==> src/rtl/vm_defs_pkg.sv <==
// Shared vending-machine definitions: default money width, controller FSM
// encoding and requester indices used by the money path blocks.
package vm_defs;

  localparam int VM_WIDTH = 11;

  typedef enum logic [1:0] {
    ST_IDLE = 2'd0,
    ST_EXEC = 2'd1,
    ST_DONE = 2'd2
  } vm_state_e;

  localparam int REQ_DEP = 0;
  localparam int REQ_PAY = 1;
  localparam int REQ_OWN = 2;

  localparam logic [1:0] PTR_RST = 2'(REQ_OWN);

  // Requester index reached by stepping 'step' places after 'base', modulo 3.
  function automatic logic [1:0] rr_index(input logic [1:0] base, input int unsigned step);
    int unsigned s;
    s = int'(base) + step;
    if (s >= 3) s = s - 3;
    if (s >= 3) s = s - 3;
    return s[1:0];
  endfunction

endpackage

==> src/rtl/rr_arbiter3.sv <==
// Three-way round-robin arbiter: one-hot grant, search begins just after
// the last granted index; the pointer moves only when a grant is issued.
module rr_arbiter3
  import vm_defs::*;
(
  input  logic       clk,
  input  logic       rst_n,
  input  logic [2:0] req_i,
  input  logic       en_i,
  output logic [2:0] gnt_o
);

  logic [1:0] ptr_q, ptr_d;

  always_comb begin
    gnt_o = '0;
    ptr_d = ptr_q;
    if (en_i) begin
      for (int unsigned k = 1; k <= 3; k++) begin
        if (req_i[rr_index(ptr_q, k)] && (gnt_o == '0)) begin
          gnt_o[rr_index(ptr_q, k)] = 1'b1;
          ptr_d                     = rr_index(ptr_q, k);
        end
      end
    end
  end

  always_ff @(posedge clk or negedge rst_n) begin
    if (!rst_n) ptr_q <= PTR_RST;
    else        ptr_q <= ptr_d;
  end

endmodule

==> src/rtl/money_vault_ctrl.sv <==
// Sole writer of the machine balance: arbitrates deposit, change payout and
// owner withdrawal, range-checks each operation and answers with ack/nack.
module money_vault_ctrl
  import vm_defs::*;
#(
  parameter int WIDTH   = VM_WIDTH,
  parameter int RESERVE = 100
) (
  input  logic             clk,
  input  logic             rst_n,
  input  logic             dep_req,
  input  logic [WIDTH-1:0] dep_amt,
  output logic             dep_ack,
  output logic             dep_nack,
  input  logic             pay_req,
  input  logic [WIDTH-1:0] pay_amt,
  output logic             pay_ack,
  output logic             pay_nack,
  input  logic             own_req,
  output logic             own_ack,
  output logic             own_nack,
  output logic [WIDTH-1:0] machine_money,
  output logic [WIDTH-1:0] owner_money,
  output logic             redlight,
  output logic             busy
);

  localparam logic [WIDTH-1:0] RES     = WIDTH'(RESERVE);
  localparam logic             RED_RST = (RESERVE > 0);

  vm_state_e        state_q, state_d;
  logic [2:0]       req, gnt;
  logic             arb_en;
  logic [2:0]       sel_q, sel_d;
  logic [WIDTH-1:0] amt_q, amt_d;
  logic [WIDTH-1:0] bal_q, bal_d;
  logic [WIDTH-1:0] own_q, own_d;
  logic             red_q, red_d;
  logic [2:0]       ack_q, ack_d, nack_q, nack_d;
  logic [WIDTH:0]   dep_sum;

  assign req    = {own_req, pay_req, dep_req};
  assign arb_en = (state_q == ST_IDLE);

  rr_arbiter3 u_arb (
    .clk   (clk),
    .rst_n (rst_n),
    .req_i (req),
    .en_i  (arb_en),
    .gnt_o (gnt)
  );

  always_ff @(posedge clk or negedge rst_n) begin
    if (!rst_n) state_q <= ST_IDLE;
    else        state_q <= state_d;
  end

  always_comb begin
    state_d = state_q;
    case (state_q)
      ST_IDLE: if (|req) state_d = ST_EXEC;
      ST_EXEC: state_d = ST_DONE;
      ST_DONE: state_d = ST_IDLE;
      default: state_d = ST_IDLE;
    endcase
  end

  // Carry bit of the widened sum is the overflow flag.
  assign dep_sum = {1'b0, bal_q} + {1'b0, amt_q};

  always_comb begin
    sel_d  = sel_q;
    amt_d  = amt_q;
    bal_d  = bal_q;
    own_d  = own_q;
    red_d  = red_q;
    ack_d  = '0;
    nack_d = '0;
    case (state_q)
      ST_IDLE: begin
        if (|gnt) begin
          sel_d = gnt;
          amt_d = gnt[REQ_PAY] ? pay_amt : (gnt[REQ_DEP] ? dep_amt : '0);
        end
      end
      ST_EXEC: begin
        if (sel_q[REQ_DEP]) begin
          if (dep_sum[WIDTH]) nack_d[REQ_DEP] = 1'b1;
          else begin
            bal_d           = dep_sum[WIDTH-1:0];
            ack_d[REQ_DEP]  = 1'b1;
          end
        end else if (sel_q[REQ_PAY]) begin
          if (amt_q > bal_q) nack_d[REQ_PAY] = 1'b1;
          else begin
            bal_d           = bal_q - amt_q;
            ack_d[REQ_PAY]  = 1'b1;
          end
        end else if (sel_q[REQ_OWN]) begin
          if (bal_q <= RES) nack_d[REQ_OWN] = 1'b1;
          else begin
            own_d           = bal_q - RES;
            bal_d           = RES;
            ack_d[REQ_OWN]  = 1'b1;
          end
        end
        red_d = (bal_d < RES);
      end
      default: ;
    endcase
  end

  always_ff @(posedge clk or negedge rst_n) begin
    if (!rst_n) begin
      sel_q  <= '0;
      amt_q  <= '0;
      bal_q  <= '0;
      own_q  <= '0;
      red_q  <= RED_RST;
      ack_q  <= '0;
      nack_q <= '0;
    end else begin
      sel_q  <= sel_d;
      amt_q  <= amt_d;
      bal_q  <= bal_d;
      own_q  <= own_d;
      red_q  <= red_d;
      ack_q  <= ack_d;
      nack_q <= nack_d;
    end
  end

  always_comb begin
    busy          = (state_q == ST_EXEC) || (state_q == ST_DONE);
    dep_ack       = ack_q[REQ_DEP];
    dep_nack      = nack_q[REQ_DEP];
    pay_ack       = ack_q[REQ_PAY];
    pay_nack      = nack_q[REQ_PAY];
    own_ack       = ack_q[REQ_OWN];
    own_nack      = nack_q[REQ_OWN];
    machine_money = bal_q;
    owner_money   = own_q;
    redlight      = red_q;
  end

endmodule

==> config.mk <==
export PLATFORM = sky130hd
export DESIGN_NAME = money_vault_ctrl
export DESIGN_NICKNAME = d
export VERILOG_FILES = /design/src/rtl/vm_defs_pkg.sv /design/src/rtl/rr_arbiter3.sv /design/src/rtl/money_vault_ctrl.sv
export SDC_FILE = /design/constraint.sdc
export NUM_CORES = 1
export LEC_CHECK = 0
export ABC_AREA = 1
export CAP_MARGIN = 30
export CORE_ASPECT_RATIO = 0.6
export CORE_MARGIN = 10
export CORE_UTILIZATION = 60
export DETAILED_ROUTE_END_ITERATION = 7
export PLACE_DENSITY_LB_ADDON = 0.12
export SYNTH_ARGS = -nofsm -noshare
export SYNTH_HDL_FRONTEND = slang
export SYNTH_SLANG_ARGS = --single-unit
==> constraint.sdc <==
create_clock -name clk -period 5.2 [get_ports clk]
set_input_delay 1.04 -clock clk [delete_from_list [all_inputs] [get_ports clk]]
set_output_delay 1.04 -clock clk [all_outputs]
set_load 0.005 [all_outputs]
==> impl_metrics.py, run 1 <==
metrics = {
    "power_and_ir_drop": {
        "total_power_mw": 3.47,
        "p_clk_frac": 0.094,
        "p_seq_frac": 0.196,
        "peakVddDrop_mv": 0.516,
        "p_int_mw": 1.59,
        "power_density_nw_per_um2": 744,
        "power.leakage_nw": 2.42,
        "p_sw_mw": 1.89,
        "switching_share": 0.543,
        "comb_power_share": 0.710,
    },
    "placement": {
        "dp_cells": 706,
        "port_buffers": 56,
        "globalplace.congestion": 0.963,
        "dp.final_hpwl_um": 9380,
        "placed_cell_area_um2": 4540,
    },
    "detailed_routing": {
        "dr.pass1.iters": 6,
        "drt_wl_total_um": 11800,
        "viasPerCell": 5.76,
        "ant_nets": 0,
        "drtIter0Drc": 425,
        "wl_per_cell_um": 16.5,
        "dr_total_vias": 4115,
        "drc": 0,
    },
    "cts": {
        "postCtsSetupRepairBufs": 0,
        "clk_pin_slew_ns": 0.09,
        "post_cts_resized": 0,
        "cts_buffers": 5,
        "cts_hold_buffers": 0,
        "cts_buffer_depth": 2,
        "clock_sinks": 47,
        "root_buffer": "clkbuf_8",
        "htreeDepth": 2,
        "cts_tree": "done",
        "clk_latency_ns": 0.30,
    },
    "timing": {
        "fin_skew_ns": 0.0115,
        "max_freq_ghz": 0.340,
        "tns_ns": 0,
        "rsz0062_at_grt": "no",
        "finalHoldViolations": 0,
        "slew_headroom": 0.511,
        "setup_viol": 0,
        "drv_slew": 0,
        "period_share": 0.566,
        "tightest_slew_ns": 0.734,
        "min_period_ns": 2.94,
    },
    "grt": {
        "grt_use_total": 0.218,
        "grt_max_degree": 31,
        "grt_pass1_wl_um": 19300,
        "grt_pass1_vias": 3760,
        "overflow": 0,
        "antenna_found_initial": 0,
    },
    "floorplanning": {
        "fp.dieArea_um2": 10400,
        "die_x_um": 125,
        "die_y_um": 83.1,
        "coreArea_um2": 6280,
        "initial_utilization": 0.635,
        "io_pins": 57,
        "num_rows": 22,
    },
    "synth": {
        "synth_fp_nets": 643,
        "synth_top_area_cell": "dfrtp_1",
        "synth-seq-cells": 47,
        "netlist_area_um2": 3990,
        "synth_ff_type": "dfrtp_1",
        "ys_seq_area_frac": 0.296,
        "synth_edf_count": 0,
        "synth_common_cells": "nand2_1 (151), nor2_1 (83), inv_1 (76), nand3_1 (50), dfrtp_1 (45)",
        "synth_top_area_share": 0.283,
        "postSynth.asyncResetShare": 1.00,
        "synth_area_leaders": "dfrtp_1 (28%), nand2_1 (14%), ha_1 (9.4%), nor2_1 (7.8%), inv_1 (7.2%)",
        "synth_cells": 584,
        "ys_warn_count": 0,
        "synth_most_common_cell": "nand2_1",
        "synth_cell_types": 41,
        "synth.avg_cell_area_um2": 6.82,
    },
    "setup_path": {
        "r2r_setup_slack_ns": 2.28,
        "regToRegStartpoint": "machine_money[2]",
        "path_max_fanout": 15,
        "critPathLaunchType": "input pin",
        "worstPathRequired_ns": 5.39,
        "arrival_ns": 3.13,
        "crit_start": "dep_req",
        "critPathCaptureType": "flop",
        "worstSetupPathType": "input pin to flop",
    },
    "status": {
        "status": "completed",
    },
    "layout": {
        "fin_nets": 688,
        "final_cell_count_no_fill": 714,
        "final_cell_area_um2": 4670,
        "antenna_cells": 0,
        "drive_gt1_frac": 0.0698,
        "final_core_util": 0.744,
        "fillers": 513,
        "area_growth_pct": 17.1,
    },
    "job": {
        "max-cap-violations": 0,
    },
    "worst_hold_path": {
        "min_from": "redlight",
        "hold_class": "flop to flop",
    },
}
[power groups by stage]
stage	sequential, mW	combinational (mW)	clock (mW)
after CTS	0.678	2.42	0.324
after global routing	0.700	2.75	0.340
after detailed placement	0.683	2.40	0
final	0.682	2.46	0.326
after floorplan	0.643	1.81	0
after global placement	0.676	2.31	0
[kinds of logic (layout without fill, tap and decap cells)]
logic type	count (synthesis)	count (layout)	synth area share
xor gates and xnor gates	13	13	0.0286
DFF	47	47	0.296
and+or+nand+nor	335	335	0.381
adders and majority gates	32	32	0.104
buffers and inverters	98	144	0.108
AOI/OAI and AO/OA	59	59	0.0829
[flip-flops by register name, indices dropped and copies added, names as in the netlist]
signal / count
amt_q: 11
machine_money: 11
owner_money: 11
ack_q: 3
nack_q: 3
sel_q: 3
state_q: 2
u_arb.ptr_q: 2
redlight: 1
[per-stage QoR]
step / setup slack [ns] / hold WS (ns)
floorplan: 2.90 / 0.457
global placement: 2.12 / 0.457
detailed placement: 1.99 / 0.467
CTS: 2.31 / 0.483
global route: 2.07 / 0.489
finish: 2.26 / 0.483
[layout make-up]
type                            instances  area [µm²]  area share
Inverter                               79         299      0.0641
Clock inverter                          2        60.1      0.0129
Sequential cell                        47        1180       0.252
Timing Repair Buffer                   57         576       0.123
Clock buffer                            6        72.6      0.0155
Multi-Input combinational cell        439        2380       0.509
Tap cell                               84         105      0.0225
[placed cells by master, fill, tap and decap left out, types with 2 or more instances in the layout]
cell / n
nand2_1: 151
nor2_1: 83
inv_1: 76
clkdlybuf4s50_1: 55
nand3_1: 50
dfrtp_1: 45
ha_1: 30
o21ai_0: 26
nand4_1: 19
a21oi_1: 17
xor2_1: 10
nand2_2: 9
nand3_2: 6
clkbuf_8: 5
nor2_4: 4
a31oi_1: 4
o21bai_1: 3
or2_2: 3
xnor2_1: 3
o21ai_2: 2
nor3_1: 2
nand4_2: 2
inv_2: 2
o22ai_1: 2
fa_1: 2
bufinv_16: 2
dfstp_2: 2
[routing by layer]
metal | global-route usage | wire length [µm] | vias up
met1 | 0.322 | 5440 | 1927
met4 | 0.0321 | 113 | 0
li1 | - | - | 1948
met2 | 0.318 | 4840 | 225
met3 | 0.0501 | 1360 | 15
met5 | 0 | 0 | -
[critical path, stage by stage]
cell and delay (ns):
clkdlybuf4s50_1 0.48, nand2_1 0.10, nand2_1 0.05, nor2_1 0.23, nor2_4 0.08, nand4_1 0.08, nand2_1 0.11, nor2_4 0.15
nand3_1 0.10, nand2_2 0.21, nand2_2 0.24, nand4_1 0.18, nand2_1 0.08
[worst paths after layout]
kind / end / cells past startpoint
max: amt_q[3] / 13
min: redlight / 2
max reg2reg: redlight / 14
min reg2reg: redlight / 2
max in group asynchronous: redlight / 2
min in group asynchronous: state_q[0] / 1
Power figures use the tool's default switching activity.
==> run 2: changes to the inputs <==
--- a/config.mk
+++ b/config.mk
@@ -9,7 +9,7 @@
 export CAP_MARGIN = 30
 export CORE_ASPECT_RATIO = 0.6
 export CORE_MARGIN = 10
-export CORE_UTILIZATION = 60
+export CORE_UTILIZATION = 50
 export DETAILED_ROUTE_END_ITERATION = 7
 export PLACE_DENSITY_LB_ADDON = 0.12
 export SYNTH_ARGS = -nofsm -noshare
==> constraint.sdc (replaced) <==
create_clock -name clk -period 2.4 [get_ports clk]
set_input_delay 0.48 -clock clk [delete_from_list [all_inputs] [get_ports clk]]
set_output_delay 0.48 -clock clk [all_outputs]
set_load 0.005 [all_outputs]
==> run 2 against run 1 <==
  * The flow now finishes with violations (setup timing)
  * Wire length up 19%
  * Core utilization up 0.24 points
  * Clock skew down 0.0061 ns
  * Largest power group unchanged
==> impl_metrics.py, run 2 (same netlist as run 1, synthesis figures left out) <==
metrics = {
    "status": {
        "status": "complete, but fails checks",
        "violations": "setup timing",
    },
    "detailed_routing": {
        "drtIter0Drc": 553,
        "dr.pass1.iters": 8,
        "ant_nets": 0,
        "wl_per_cell_um": 16.9,
        "wl_met1_um": 6690,
        "drc": 0,
        "viasPerCell": 5.49,
        "dr_wl_met2_um": 5880,
        "drt_wl_total_um": 14000,
        "top_layer": "met4",
        "routed-wl-met3_um": 1230,
        "dr_total_vias": 4536,
    },
    "grt": {
        "grt_use_total": 0.206,
        "antenna_found_initial": 0,
        "grt_max_degree": 27,
        "overflow": 0,
        "grt_pass1_vias": 3986,
        "grt_pass1_wl_um": 19900,
    },
    "layout": {
        "fillers": 588,
        "regArea_um2": 1180,
        "final_common_cell": "nand2_1",
        "drive_gt1_frac": 0.279,
        "antenna_cells": 0,
        "multiInputGateArea_um2": 2860,
        "final_cell_mix": "nand2_1 (137), buf_4 (84), nor2_1 (73)",
        "fin_nets": 776,
        "area_growth_pct": 46.4,
    },
    "cts": {
        "cts_tree": "done",
        "clk_pin_slew_ns": 0.07,
        "clock_sinks": 47,
        "cts_buffer_depth": 2,
        "htreeDepth": 2,
        "root_buffer": "clkbuf_16",
        "cts_buffers": 5,
        "clk_latency_ns": 0.29,
    },
    "placement": {
        "dp_worst_setup_slack_ns": -0.198,
        "port_buffers": 56,
        "dp.final_hpwl_um": 9970,
        "globalplace.congestion": 0.934,
    },
    "floorplanning": {
        "num_rows": 25,
        "die_y_um": 89.2,
        "io_pins": 57,
        "die_x_um": 135,
        "initial_utilization": 0.510,
        "coreArea_um2": 7820,
        "fp.dieArea_um2": 12100,
    },
    "timing": {
        "tightest_slew_ns": 0.476,
        "holdWs_ns": 0.466,
        "setup_viol": 7,
        "period_share": 1.02,
        "drv_slew": 0,
        "fin_skew_ns": 0.00540,
        "max_freq_ghz": 0.408,
        "setup_slack_ns": -0.0522,
        "slew_headroom": 0.683,
        "tns_ns": -0.152,
        "min_period_ns": 2.45,
        "rsz0062_at_grt": "yes",
        "finalHoldViolations": 0,
    },
    "setup_path": {
        "critPathCaptureType": "flop",
        "path_max_fanout": 5,
        "arrival_ns": 2.63,
        "r2r_setup_slack_ns": -0.05,
        "worstPathRequired_ns": 2.58,
        "worstSetupPathType": "flop to flop",
        "critPathLaunchType": "flop",
    },
    "job": {
        "max-cap-violations": 0,
    },
    "power_and_ir_drop": {
        "peakVddDrop_mv": 0.808,
        "power.leakage_nw": 2.91,
        "total_power_mw": 10.1,
        "power_density_nw_per_um2": 1730,
    },
    "worst_hold_path": {
        "hold_class": "flop to flop",
    },
}
[run 2: metrics by stage]
stage | utilization | cell area, µm² | cells
5_1_grt | 0.746 | 5840 | 826
4_1_cts | 0.663 | 5190 | 797
3_5_place_dp | 0.637 | 4980 | 787
6_report | 0.746 | 5840 | 826
2_1_floorplan | - | 3990 | 584
3_3_place_gp | 0.637 | 4980 | 787
[run 2: area by class of cell]
type | instances | area share
Inverter | 79 | 0.0525
Sequential cell | 47 | 0.203
Clock inverter | 1 | 0.000858
Multi-Input combinational cell | 442 | 0.489
Timing Repair Buffer | 142 | 0.207
Clock buffer | 7 | 0.0244
Tap cell | 108 | 0.0232
[run 2: layer usage]
| layer | up-vias | GRT usage |
|---|---|---|
| met2 | 228 | 0.298 |
| met4 | 0 | 0.0360 |
| met1 | 2140 | 0.304 |
| met5 | - | 0 |
| li1 | 2139 | - |
| met3 | 29 | 0.0488 |
[run 2: final timing paths]
check / start / to / cells past startpoint
worst max-delay path: u_arb.ptr_q[1] / amt_q[8] / 14
worst min-delay path: redlight / redlight / 2
worst max register to register: u_arb.ptr_q[1] / amt_q[8] / 14
worst min register to register: redlight / redlight / 2
max in group asynchronous: rst_n / redlight / 3
min in group asynchronous: rst_n / state_q[0] / 2
[run 2: repair_timing]
item	4_1_cts	5_1_grt
hold buffers	1	0
setup endpoints to repair	22	27
resized for setup	7	99
gates cloned	0	4
pin swaps	0	43
endpoints found under the hold margin	4	0
setup buffers	1	25
[run 2: where the power goes]
group / switching, mW / internal [mW] / total (mW)
combinational: 4.57 / 3.38 / 7.95
sequential: 0.285 / 1.13 / 1.42
clock: 0.312 / 0.414 / 0.726
[run 2: critical path, cell delays in order (launching register included)]
cell and delay [ns]:
dfstp_2 0.60, ha_4 0.25, inv_4 0.09, nand2_2 0.07, nand2_2 0.09, nand3_4 0.11, nand4_4 0.13, nand2_4 0.07
nor2_4 0.21, nand3_4 0.12, a21oi_4 0.20, buf_4 0.17, nor2_1 0.05, nor2_1 0.10, nand2_1 0.08
==> run 3: changes to the inputs <==
--- a/config.mk
+++ b/config.mk
@@ -12,6 +12,7 @@
 export CORE_UTILIZATION = 50
 export DETAILED_ROUTE_END_ITERATION = 7
 export PLACE_DENSITY_LB_ADDON = 0.12
+export SLEW_MARGIN = 20
 export SYNTH_ARGS = -nofsm -noshare
 export SYNTH_HDL_FRONTEND = slang
 export SYNTH_SLANG_ARGS = --single-unit
==> results of run 3 <==
No change in the layout: final DEF, timing and power equal those of run 2.
